<file path="config.mk">
export PLATFORM = sky130hd
export DESIGN_NAME = cs_byte_packer
export DESIGN_NICKNAME = d
export VERILOG_FILES = /design/src/rtl/cs_byte_packer.sv
export SDC_FILE = /design/constraint.sdc
export NUM_CORES = 1
export LEC_CHECK = 0
export BUFFER_PORTS_ARGS = -buffer_cell sky130_fd_sc_hd__buf_2
export CAP_MARGIN = 20
export CORE_MARGIN = 2
export CORE_UTILIZATION = 54
export CTS_CLUSTER_DIAMETER = 200
export DETAILED_ROUTE_END_ITERATION = 8
export MAX_ROUTING_LAYER = met4
export PLACE_DENSITY = 0.81
export SYNTH_ARGS = -nofsm -noshare
export SYNTH_HDL_FRONTEND = slang
export SYNTH_SLANG_ARGS = --single-unit
</file>
<file path="constraint.sdc">
create_clock -name clk -period 21 [get_ports clk]
set_clock_uncertainty 0.15 [all_clocks]
set_input_delay 4.2 -clock clk [delete_from_list [all_inputs] [get_ports clk]]
set_output_delay 4.2 -clock clk [all_outputs]
set_load 0.05 [all_outputs]
</file>
<file path="src/rtl/cs_byte_packer.sv">
// cs_byte_packer: packs a byte-serial stream into one WIDTH_DATA_1+WIDTH_DATA_2 bit frame for the CS core.
// Latency: the frame strobe (out_valid) comes 1 cycle after the last byte transfer.
// Backpressure: in_ready drops after a full frame until cs_done arrives; a sticky err flags a CS core that never answers.
//
// Ports:
//   clk, rst        rising-edge clock, asynchronous active-high reset
//   in_byte/_valid  byte stream in; in_ready is the accept handshake (transfer = valid & ready)
//   data/out_valid  packed frame and its one-cycle strobe; the first byte lands in data[W-1 -: 8]
//   cs_done         CS has consumed the frame
//   err             sticky watchdog flag: WAIT lasted TIMEOUT cycles
//
// Optional feature macro: CS_PACK_PREFILL_EN. It adds a shadow buffer that keeps accepting
// bytes while a frame is waiting on CS.
module cs_byte_packer #(
    parameter int WIDTH_DATA_1 = 384,
    parameter int WIDTH_DATA_2 = 128,
    parameter int TIMEOUT      = 100
) (
    input  logic                                 clk,
    input  logic                                 rst,
    input  logic [7:0]                           in_byte,
    input  logic                                 in_byte_valid,
    output logic                                 in_ready,
    output logic [WIDTH_DATA_1+WIDTH_DATA_2-1:0] data,
    output logic                                 out_valid,
    input  logic                                 cs_done,
    output logic                                 err
);
    localparam int W  = WIDTH_DATA_1 + WIDTH_DATA_2;
    localparam int NB = W / 8;
    localparam int CW = $clog2(NB);
    localparam int TW = $clog2(TIMEOUT + 1);

    typedef enum logic [1:0] {FILL, SEND, WAIT} state_t;

    state_t        state_q, state_d;
    logic [CW-1:0] cnt_q, cnt_d;
    logic [W-1:0]  data_q, data_d;
    logic [TW-1:0] wdog_q, wdog_d;
    logic          err_q, err_d;
    logic          in_ready_q, in_ready_d;
    logic          out_valid_q, out_valid_d;
    logic          xfer;

`ifdef CS_PACK_PREFILL_EN
    logic [W-1:0]  sh_q, sh_d;
    logic [CW-1:0] sh_cnt_q, sh_cnt_d;
    logic          sh_full_q, sh_full_d;
`endif

    // in_ready is registered, so a transfer is exactly what the upstream side sees.
    assign xfer = in_byte_valid & in_ready_q;

    always_comb begin
        state_d = state_q;
        cnt_d   = cnt_q;
        data_d  = data_q;
        wdog_d  = wdog_q;
        err_d   = err_q;
`ifdef CS_PACK_PREFILL_EN
        sh_d      = sh_q;
        sh_cnt_d  = sh_cnt_q;
        sh_full_d = sh_full_q;
`endif

        case (state_q)
            FILL: begin
                // cs_done is deliberately ignored here.
                if (xfer) begin
                    data_d[(NB - 1 - int'(cnt_q)) * 8 +: 8] = in_byte;
                    if (cnt_q == CW'(NB - 1)) begin
                        cnt_d   = '0;
                        state_d = SEND;
                    end else begin
                        cnt_d = cnt_q + 1'b1;
                    end
                end
            end
            SEND: begin
                wdog_d  = '0;
                state_d = cs_done ? FILL : WAIT;
            end
            WAIT: begin
                if (cs_done) begin
                    state_d = FILL;
                    wdog_d  = '0;
                end else if (wdog_q != TW'(TIMEOUT)) begin
                    // Saturates at TIMEOUT; err stays set until reset.
                    wdog_d = wdog_q + 1'b1;
                    if (wdog_d == TW'(TIMEOUT)) begin
                        err_d = 1'b1;
                    end
                end
            end
            default: state_d = FILL;
        endcase

`ifdef CS_PACK_PREFILL_EN
        // While a frame is out with CS, further bytes go into the shadow buffer.
        if (state_q != FILL) begin
            if (xfer) begin
                sh_d[(NB - 1 - int'(sh_cnt_q)) * 8 +: 8] = in_byte;
                if (sh_cnt_q == CW'(NB - 1)) begin
                    sh_cnt_d  = '0;
                    sh_full_d = 1'b1;
                end else begin
                    sh_cnt_d = sh_cnt_q + 1'b1;
                end
            end
            if (cs_done) begin
                wdog_d = '0;
                if (sh_full_d) begin
                    data_d  = sh_d;
                    state_d = SEND;
                end else begin
                    // Copy only the bytes already collected; FILL resumes at that position.
                    for (int k = 0; k < NB; k++) begin
                        if (k < int'(sh_cnt_d)) begin
                            data_d[(NB - 1 - k) * 8 +: 8] = sh_d[(NB - 1 - k) * 8 +: 8];
                        end
                    end
                    cnt_d   = sh_cnt_d;
                    state_d = FILL;
                end
                sh_cnt_d  = '0;
                sh_full_d = 1'b0;
            end
        end
        in_ready_d = (state_d == FILL) | ~sh_full_d;
`else
        in_ready_d = (state_d == FILL);
`endif
        out_valid_d = (state_d == SEND);
    end

    always_ff @(posedge clk or posedge rst) begin
        if (rst) begin
            state_q     <= FILL;
            cnt_q       <= '0;
            data_q      <= '0;
            wdog_q      <= '0;
            err_q       <= 1'b0;
            in_ready_q  <= 1'b0;
            out_valid_q <= 1'b0;
        end else begin
            state_q     <= state_d;
            cnt_q       <= cnt_d;
            data_q      <= data_d;
            wdog_q      <= wdog_d;
            err_q       <= err_d;
            in_ready_q  <= in_ready_d;
            out_valid_q <= out_valid_d;
        end
    end

`ifdef CS_PACK_PREFILL_EN
    always_ff @(posedge clk or posedge rst) begin
        if (rst) begin
            sh_q      <= '0;
            sh_cnt_q  <= '0;
            sh_full_q <= 1'b0;
        end else begin
            sh_q      <= sh_d;
            sh_cnt_q  <= sh_cnt_d;
            sh_full_q <= sh_full_d;
        end
    end
`endif

    assign in_ready  = in_ready_q;
    assign out_valid = out_valid_q;
    assign data      = data_q;
    assign err       = err_q;

endmodule

</file>
==> results of run 1 <==
layout make-up:
class | instances | area, um^2
clock buffers | 83 | 1630
clock inverters | 11 | 114
fillers | 2847 | 13100
inverters | 15 | 63.8
multi-input cells | 1076 | 8080
flip-flops and latches | 530 | 13300
well taps | 525 | 657
repair buffers | 552 | 2860
worst max-delay path, cell delays in order:
cell and delay [ns]:
buf_2 0.13, inv_8 0.34, buf_4 0.71, buf_4 0.85
buf_4 0.82
cells by family (layout without fill, tap and decap cells):
family | Yosys count | count (layout)
buffers and inverters | 100 | 661
xor gates and xnor gates | 8 | 8
muxes | 373 | 373
adders and majority gates | 5 | 5
DFF | 530 | 530
AOI/OAI and AO/OA | 229 | 229
and+or+nand+nor | 461 | 461
Yosys cell counts (2+ instances only):
cell / number
dfrtp_1: 530
mux2_2: 361
nand2_1: 192
o21ai_0: 149
nor2_1: 99
clkbuf_1: 58
nand3_1: 35
o31ai_1: 32
and2_1: 22
nor2_2: 22
buf_2: 18
inv_1: 15
nor2_4: 12
a21oi_1: 11
and3_1: 10
mux2i_1: 10
o211ai_1: 10
nand2b_1: 8
nand4_1: 8
nor3_1: 8
nor2b_1: 7
buf_1: 6
xnor2_1: 6
ha_1: 5
nand3b_1: 4
nor2_8: 4
a31oi_1: 3
nand3_4: 3
nor3b_1: 3
o22ai_1: 3
or2_2: 3
a311oi_1: 2
a32oi_1: 2
and3b_1: 2
nand2_2: 2
nor4_1: 2
o2111ai_1: 2
o21a_1: 2
xor2_1: 2
layout by cell type, fill, tap and decap left out, types with 13 or more instances in the layout:
cell type / instances
nor2_1: 96
inv_1: 14
dfrtp_1: 530
nand2_1: 192
nand3_1: 35
o31ai_1: 32
clkbuf_8: 19
buf_2: 528
nor2_4: 13
buf_4: 22
nor2_2: 24
clkbuf_16: 53
and2_1: 22
mux2_2: 361
o21ai_0: 148
per-stage QoR:
step / cell area (um^2) / hold WS [ns] / total power [mW] / util, % / instances
6_report: 26700 / 0.319 / 3.16 / 67.1 / 2792
3_3_place_gp: 24900 / 0.301 / 2.19 / 62.5 / 2691
3_5_place_dp: 24900 / 0.302 / 2.21 / 62.6 / 2693
4_1_cts: 26600 / 0.318 / 3.16 / 67.0 / 2787
2_1_floorplan: 21700 / 0.366 / 1.92 / - / 1706
5_1_grt: 26700 / 0.338 / 3.27 / 67.1 / 2792
report_power, final:
group | internal [mW] | leakage (nW) | switching [mW]
logic | 0.219 | 6.17 | 0.785
clock network | 0.554 | 0.859 | 0.395
registers | 1.13 | 7.28 | 0.0774
layer usage:
metal / wire, um / global-route usage, % / vias up
li1: - / - / 7024
met1: 26400 / 40.6 / 8319
met2: 33400 / 54.0 / 808
met3: 5880 / 8.26 / 156
met4: 2900 / 14.1 / 0
met5: 0 / - / -
path summary, 6_finish.rpt:
path | slack (ns) | to | start
setup reg to reg | 16.19 | data[492] | cnt_q[0]
max in group clk | 14.59 | data[19] | in_byte_valid
hold reg to reg | 0.32 | data[1] | data[1]
min in group asynchronous | 3.50 | data[211] | rst
hold / removal | 0.32 | data[1] | data[1]
setup / recovery | 14.24 | data[110] | rst
sequential cells by signal, indices dropped and copies added, names as in the netlist:
signal,cells
cnt_q,6
data,512
err,1
in_ready,1
out_valid,1
state_q,2
wdog_q,7
==> summary.md, run 1 <==
| Metric | Value |
|---|---|
| Worst Setup End Kind | `asynchronous set/reset pin` |
| Synth Area in Adders | `0.288%` |
| Overall via count from detail_route | `16.3k` |
| Post_cts resized | `0` |
| Mux cell area share after synthesis | `between 10% and 20%` |
| DRT iter0 DRCs | `approximately 1.2k` |
| Area of the core | `0.0397 mm^2` |
| Antenna violations before repair | `0` |
| Critical path data arrival time | `7.21 ns` |
| H-tree depth | `2` |
| Syn Inst Count | `1,706` |
| Synth Area in Compound Gates | `6.32%` |
| GP Congestion | `0.908` |
| Status | `completed` |
| Max_slew headroom | `28.2%` |
| Post-synthesis cell type count | `72` |
| Async S/R FF share, synth | `100%` |
| Post-CTS setup buffers | `0` |
| FP Rows | `73` |
| Die H | `205 um` |
| Unrepaired setup endpoints after global routing | `false` |
| Maximum VDD drop | `135 uV` |
| FF-to-FF path depth | `7` |
| Total of max-cap violations | `0` |
| Yosys reg bits | `530` |
| Vias per cell | `5.84` |
| Hold Crit Class | `register to register` |
| Top-area cell type share of the netlist area | `61.1%` |
| Starting Density | `between 50% and 60%` |
| Syn nets | `1,723` |
| Mapped Area | `0.0217 mm^2` |
| Total Nets Final | `2,244` |
| Post-synth EDFFs | `0` |
| Ranking of synthesized cells by area | `dfrtp_1 (61%), mux2_2 (19%), o21ai_0 (3.4%)` |
| Hold-fix buffers, CTS | `0` |
| Leak pwr | `around 14 nW` |
| Crit start category | `primary input` |
| Final Hold Viols | `0` |
| Main combinational cell family by area after synthesis | `multiplexers` |
| Final period utilization | `32.2%` |
| Number of global-route vias before repair | `around 17k` |
| First-pass GRT wire length | `between 100 and 150 mm` |
| WS Path Type | `primary input to asynchronous set/reset pin` |
| Top cell type by total area after synthesis | `dfrtp_1` |
| WL final | `68.6 mm` |
| Post-Synth Simple-Gate Area | `10.8%` |
| 1st-pass router iterations | `5` |
| Worst endpoint required time | `21.45 ns` |
| Slew @ Worst Pin | `1.07 ns` |
| Total grt overflow | `0` |
| Port bufs | `526` |
| Die area | `0.0418 mm^2` |
| Final setup viols | `0` |
| Hpwl dp | `48.1 mm` |
| Layout Area Growth over Synthesis | `22.8%` |
| Peak Freq | `roughly 0.15 GHz` |
| Clock Latency Late Sink | `0.59 ns` |
| Pwr dens | `118 mW/mm^2` |
| Top FF cell, synth | `dfrtp_1` |
| Antenna cell count | `0` |
| TritonCTS clock tree | `built` |
| YS warnings | `0` |
| Die Wd | `approximately 200 um` |
| Mapped Avg Cell Area | `12.7 um^2` |
| Total CTS buffers | `52` |
| Layout cells sized above 1 | `47.0%` |
| Root Driver | `clkbuf_16` |
| Fin. max-slew vios | `0` |
| Overall Global Routing Usage | `33.5%` |
| Drt wl/cell | `roughly 25 um` |
| Final worst slack | `14.24 ns` |
| Tmin final | `6.76 ns` |
| Clock Pin Slew Worst Setup and Hold Paths | `0.06 ns` |
| I/O pins | `around 530` |
| Pin count of the biggest net entering global routing | `176` |
| Setup TNS | `0 ns` |
| XOR/XNOR Fraction of Synth Area | `0.323%` |
| Sequential share of the synthesized area | `roughly three fifths` |
| Clock sinks | `530` |
| Hold depth | `2` |
| Clk buf depth | `3` |
| Routed Antenna Nets | `0` |
| Pre-CTS WS | `13.08 ns` |
| DR DRC count | `0` |
| Max Fanout on Critical Path | `between 70 and 80` |
Power figures use the tool's default switching activity.
==> run 2, diff against run 1 <==
--- a/config.mk
+++ b/config.mk
@@ -5,14 +5,15 @@
 export SDC_FILE = /design/constraint.sdc
 export NUM_CORES = 1
 export LEC_CHECK = 0
+export ABC_AREA = 1
 export BUFFER_PORTS_ARGS = -buffer_cell sky130_fd_sc_hd__buf_2
 export CAP_MARGIN = 20
 export CORE_MARGIN = 2
-export CORE_UTILIZATION = 54
+export CORE_UTILIZATION = 48
 export CTS_CLUSTER_DIAMETER = 200
 export DETAILED_ROUTE_END_ITERATION = 8
 export MAX_ROUTING_LAYER = met4
-export PLACE_DENSITY = 0.81
+export PLACE_DENSITY = 0.76
 export SYNTH_ARGS = -nofsm -noshare
 export SYNTH_HDL_FRONTEND = slang
 export SYNTH_SLANG_ARGS = --single-unit
==> constraint.sdc (replaced) <==
create_clock -name clk -period 5.85 [get_ports clk]
set_clock_uncertainty 0.15 [all_clocks]
set_input_delay 1.17 -clock clk [delete_from_list [all_inputs] [get_ports clk]]
set_output_delay 1.17 -clock clk [all_outputs]
set_load 0.05 [all_outputs]
==> run 2 against run 1 <==
Against the previous run:
- sequential power rose to 3.4 times the previous value
- total power rose to 3.5 times the previous value
- routed wire length rose by 12%
- die area rose by 12%
- cell count rose by 28%
- critical path depth rose by 9
- non-clock buffer count fell by 8
- worst setup slack got worse by 13 ns
- critical endpoint is now data[196]
- largest power group unchanged
- highest routed layer unchanged
==> summary.md, run 2 <==
| Metric | Value |
|---|---|
| Status | `completed` |
| Total Nets Final | `2,941 (+31%)` |
| Critical path data arrival time | `4.81 ns (-2.40 ns)` |
| Syn nets | `2,463 (+43%)` |
| Pwr Total | `11.2 mW (+250%)` |
| Maximum VDD drop | `277 uV (+100%)` |
| Ranking of synthesized cells by area | `dfrtp_1 (61%), nand2_1 (16%), o21ai_0 (6.5%)` |
| DRT iter0 DRCs | `2,235 (+92%)` |
| Tmin final | `about 4.5 ns` |
| Hold Crit Class | `register to register` |
| Post_cts resized | `0 (unchanged)` |
| Hold depth | `2 (unchanged)` |
| Fin. max-slew vios | `0 (unchanged)` |
| First-pass GRT wire length | `116 mm (+14%)` |
| Yosys reg bits | `530 (unchanged)` |
| Most frequent cells in the layout | `nand2_1 (922), dfrtp_1 (530), buf_2 (526), o21ai_0 (281), nor2_1 (131)` |
| Met2 wire length | `36.0 mm (+7.8%)` |
| Worst r2r src | `cnt_q[2]` |
| WS Path Type | `register to register` |
| Clock Latency Late Sink | `0.60 ns (about the same)` |
| Area of the core | `0.0443 mm^2 (+12%)` |
| Die H | `216 um (+5.8%)` |
| Post-synthesis cell type count | `35 (-51%)` |
| Design area | `0.0266 mm^2 (-0.14%)` |
| Clock Pin Slew Worst Setup and Hold Paths | `0.06 ns (about the same)` |
| Root Driver | `clkbuf_16` |
| Commonest cells post-synth | `nand2_1 (922), dfrtp_1 (530), o21ai_0 (281)` |
| Final Hold Viols | `0 (unchanged)` |
| Die area | `0.0468 mm^2 (+12%)` |
| DR top layer | `met4` |
| Total CTS buffers | `54 (+3.8%)` |
| Worst Setup End Kind | `register` |
| Placed inst area | `0.0247 mm^2 (-0.61%)` |
| Pwr dens | `419 mW/mm^2 (+250%)` |
| Min Hold Slack | `0.326 ns (+0.00790 ns)` |
| Top FF cell, synth | `dfrtp_1` |
| H-tree depth | `2 (unchanged)` |
| Total of max-cap violations | `0 (unchanged)` |
| Crit start category | `register` |
| Number of flip-flops in the largest register | `512 (unchanged)` |
| DR DRC count | `0 (unchanged)` |
| WL final | `76.9 mm (+12%)` |
| Clk buf depth | `3 (unchanged)` |
| Overall via count from detail_route | `20.0k (+23%)` |
| Unrepaired setup endpoints after global routing | `false` |
| Drt wl/cell | `21.6 um (-12%)` |
| Metal3 WL | `6.13 mm (+4.3%)` |
| 1st-pass router iterations | `5 (unchanged)` |
| Max Fanout on Critical Path | `20 (-73%)` |
| TritonCTS clock tree | `built` |
| YS warnings | `0 (unchanged)` |
| Routed Antenna Nets | `0 (unchanged)` |
| Antenna violations before repair | `4 (+4)` |
| Mapped Area | `0.0216 mm^2 (-0.30%)` |
| HP Start | `data[38]` |
| Mapped Avg Cell Area | `8.85 um^2 (-30%)` |
| Number of global-route vias before repair | `19.2k (+16%)` |
| Slew @ Worst Pin | `1.06 ns (-0.00725 ns)` |
| Fillcell total | `3,788 (+33%)` |
| Final setup viols | `0 (unchanged)` |
| Layout Area Growth over Synthesis | `23.0%` |
| Top-area cell type share of the netlist area | `61.3% (+0.18 points)` |
| Post-CTS setup buffers | `0 (unchanged)` |
| Count leader, synth | `nand2_1` |
| Die Wd | `216 um (+5.8%)` |
| Async S/R FF share, synth | `100% (unchanged)` |
| Sequential share of the synthesized area | `61.3% (+0.18 points)` |
| Hold EP | `data[38]` |
| FF-to-FF path depth | `14 (+7)` |
| Top cell type by total area after synthesis | `dfrtp_1` |
| Total grt overflow | `0 (unchanged)` |
| Worst endpoint required time | `6.17 ns (-15.28 ns)` |
| Syn Inst Count | `2,446 (+43%)` |
| Fin util | `60.1% (-7.0 points)` |
| Leak pwr | `14.7 nW (+2.9%)` |
| I/O pins | `527 (unchanged)` |
| R2r endpoint | `data[196]` |
| Clock sinks | `530 (unchanged)` |
| Vias per cell | `5.61 (-3.9%)` |
| Met1 WL | `31.0 mm (+18%)` |
| Starting Density | `48.8% (-5.8 points)` |
| Post-synth EDFFs | `0 (unchanged)` |
| Layout cells sized above 1 | `22.7% (-24 points)` |
| Pin count of the biggest net entering global routing | `170 (-3.4%)` |
| Overall Global Routing Usage | `33.3% (-0.20 points)` |
| Hold-fix buffers, CTS | `0 (unchanged)` |
| Port bufs | `526 (unchanged)` |
| Most common cell after layout, fill and taps aside | `nand2_1` |
| GP Congestion | `0.911 (+0.31%)` |
| Setup TNS | `0 ns (unchanged)` |
| Hpwl dp | `55.1 mm (+14%)` |
| Peak Freq | `0.222 GHz` |
| Slack of the worst reg-to-reg path | `1.35 ns (-14.84 ns)` |
| Max_slew headroom | `29.0% (+0.83 points)` |
| FP Rows | `77 (+5.5%)` |
| Final period utilization | `76.9%` |
==> run 2: cell count changes in the layout (fill, tap and decap cells not counted), moves of 24 or more <==
| cell | before | now |
|---|---|---|
| o31ai_1 | 32 | 1 |
| mux2_2 | 361 | 0 |
| inv_1 | 14 | 113 |
| o21ai_1 | 1 | 25 |
| nand2_1 | 192 | 922 |
| nand3_1 | 35 | 99 |
| nor2_1 | 96 | 131 |
| o21ai_0 | 148 | 281 |
| nand4_1 | 8 | 126 |
==> run 2: worst max path at each step <==
| stage | end | startpoint | cells past startpoint |
|---|---|---|---|
| after floorplan | cnt_q[0] | rst | 1 |
| after global placement | data[199] | in_byte_valid | 10 |
| after detailed placement | data[196] | in_byte_valid | 10 |
| after CTS | data[196] | cnt_q[0] | 14 |
| after global routing | data[196] | cnt_q[0] | 14 |
| final | data[196] | cnt_q[2] | 14 |
==> run 2: report_power, final <==
| group | total, mW | internal, mW | switching, mW |
|---|---|---|---|
| clock network | 3.71 | 2.25 | 1.46 |
| registers | 4.16 | 3.96 | 0.200 |
| logic | 3.29 | 0.507 | 2.78 |
==> run 2: cell families after synthesis <==
kind of cell	after synthesis	synth area share, %
flops	530	61.3
buf+inv	244	4.57
fa+ha+maj	5	0.289
simple gates	1336	26.0
xor+xnor	6	0.277
compound gates	325	7.60
==> run 2: layout make-up <==
type                       count  area, um^2  area share [%]
antenna                        4        10.0          0.0376
timing repair buffer         544        2820            10.6
inverter                     122         467            1.75
clock buffer                  75        1560            5.87
multi-input combinational   1672        7420            27.9
clock inverter                22         344            1.29
tap                          592         741            2.78
sequential                   530       13300            49.8
==> run 2: per-layer routing <==
layer	vias up	GRT usage (%)
li1	8902	-
met1	9829	43.1
met2	1062	51.5
met3	200	5.70
met4	0	15.9
met5	-	-
==> run 2: worst max-delay path, cell delays in order, from the launching register on <==
cell and delay, ns:
dfrtp_1 0.45, nand3_1 0.17, inv_1 0.07, nand2_1 0.09, nor2_1 0.05, ha_1 0.62, inv_1 0.40, nor2_1 0.18
nand2_1 0.11, nor2_4 0.64, inv_2 0.26, nor2_1 0.70, inv_1 0.23, nand2_1 0.12, o21ai_0 0.09
==> run 2: through the flow <==
stage | setup slack, ns | cells
final | 1.35 | 3561
after global routing | 0.981 | 3561
after CTS | 1.41 | 3557
after detailed placement | 1.39 | 3460
after global placement | 1.56 | 3459
after floorplan | -2.67 | 2446
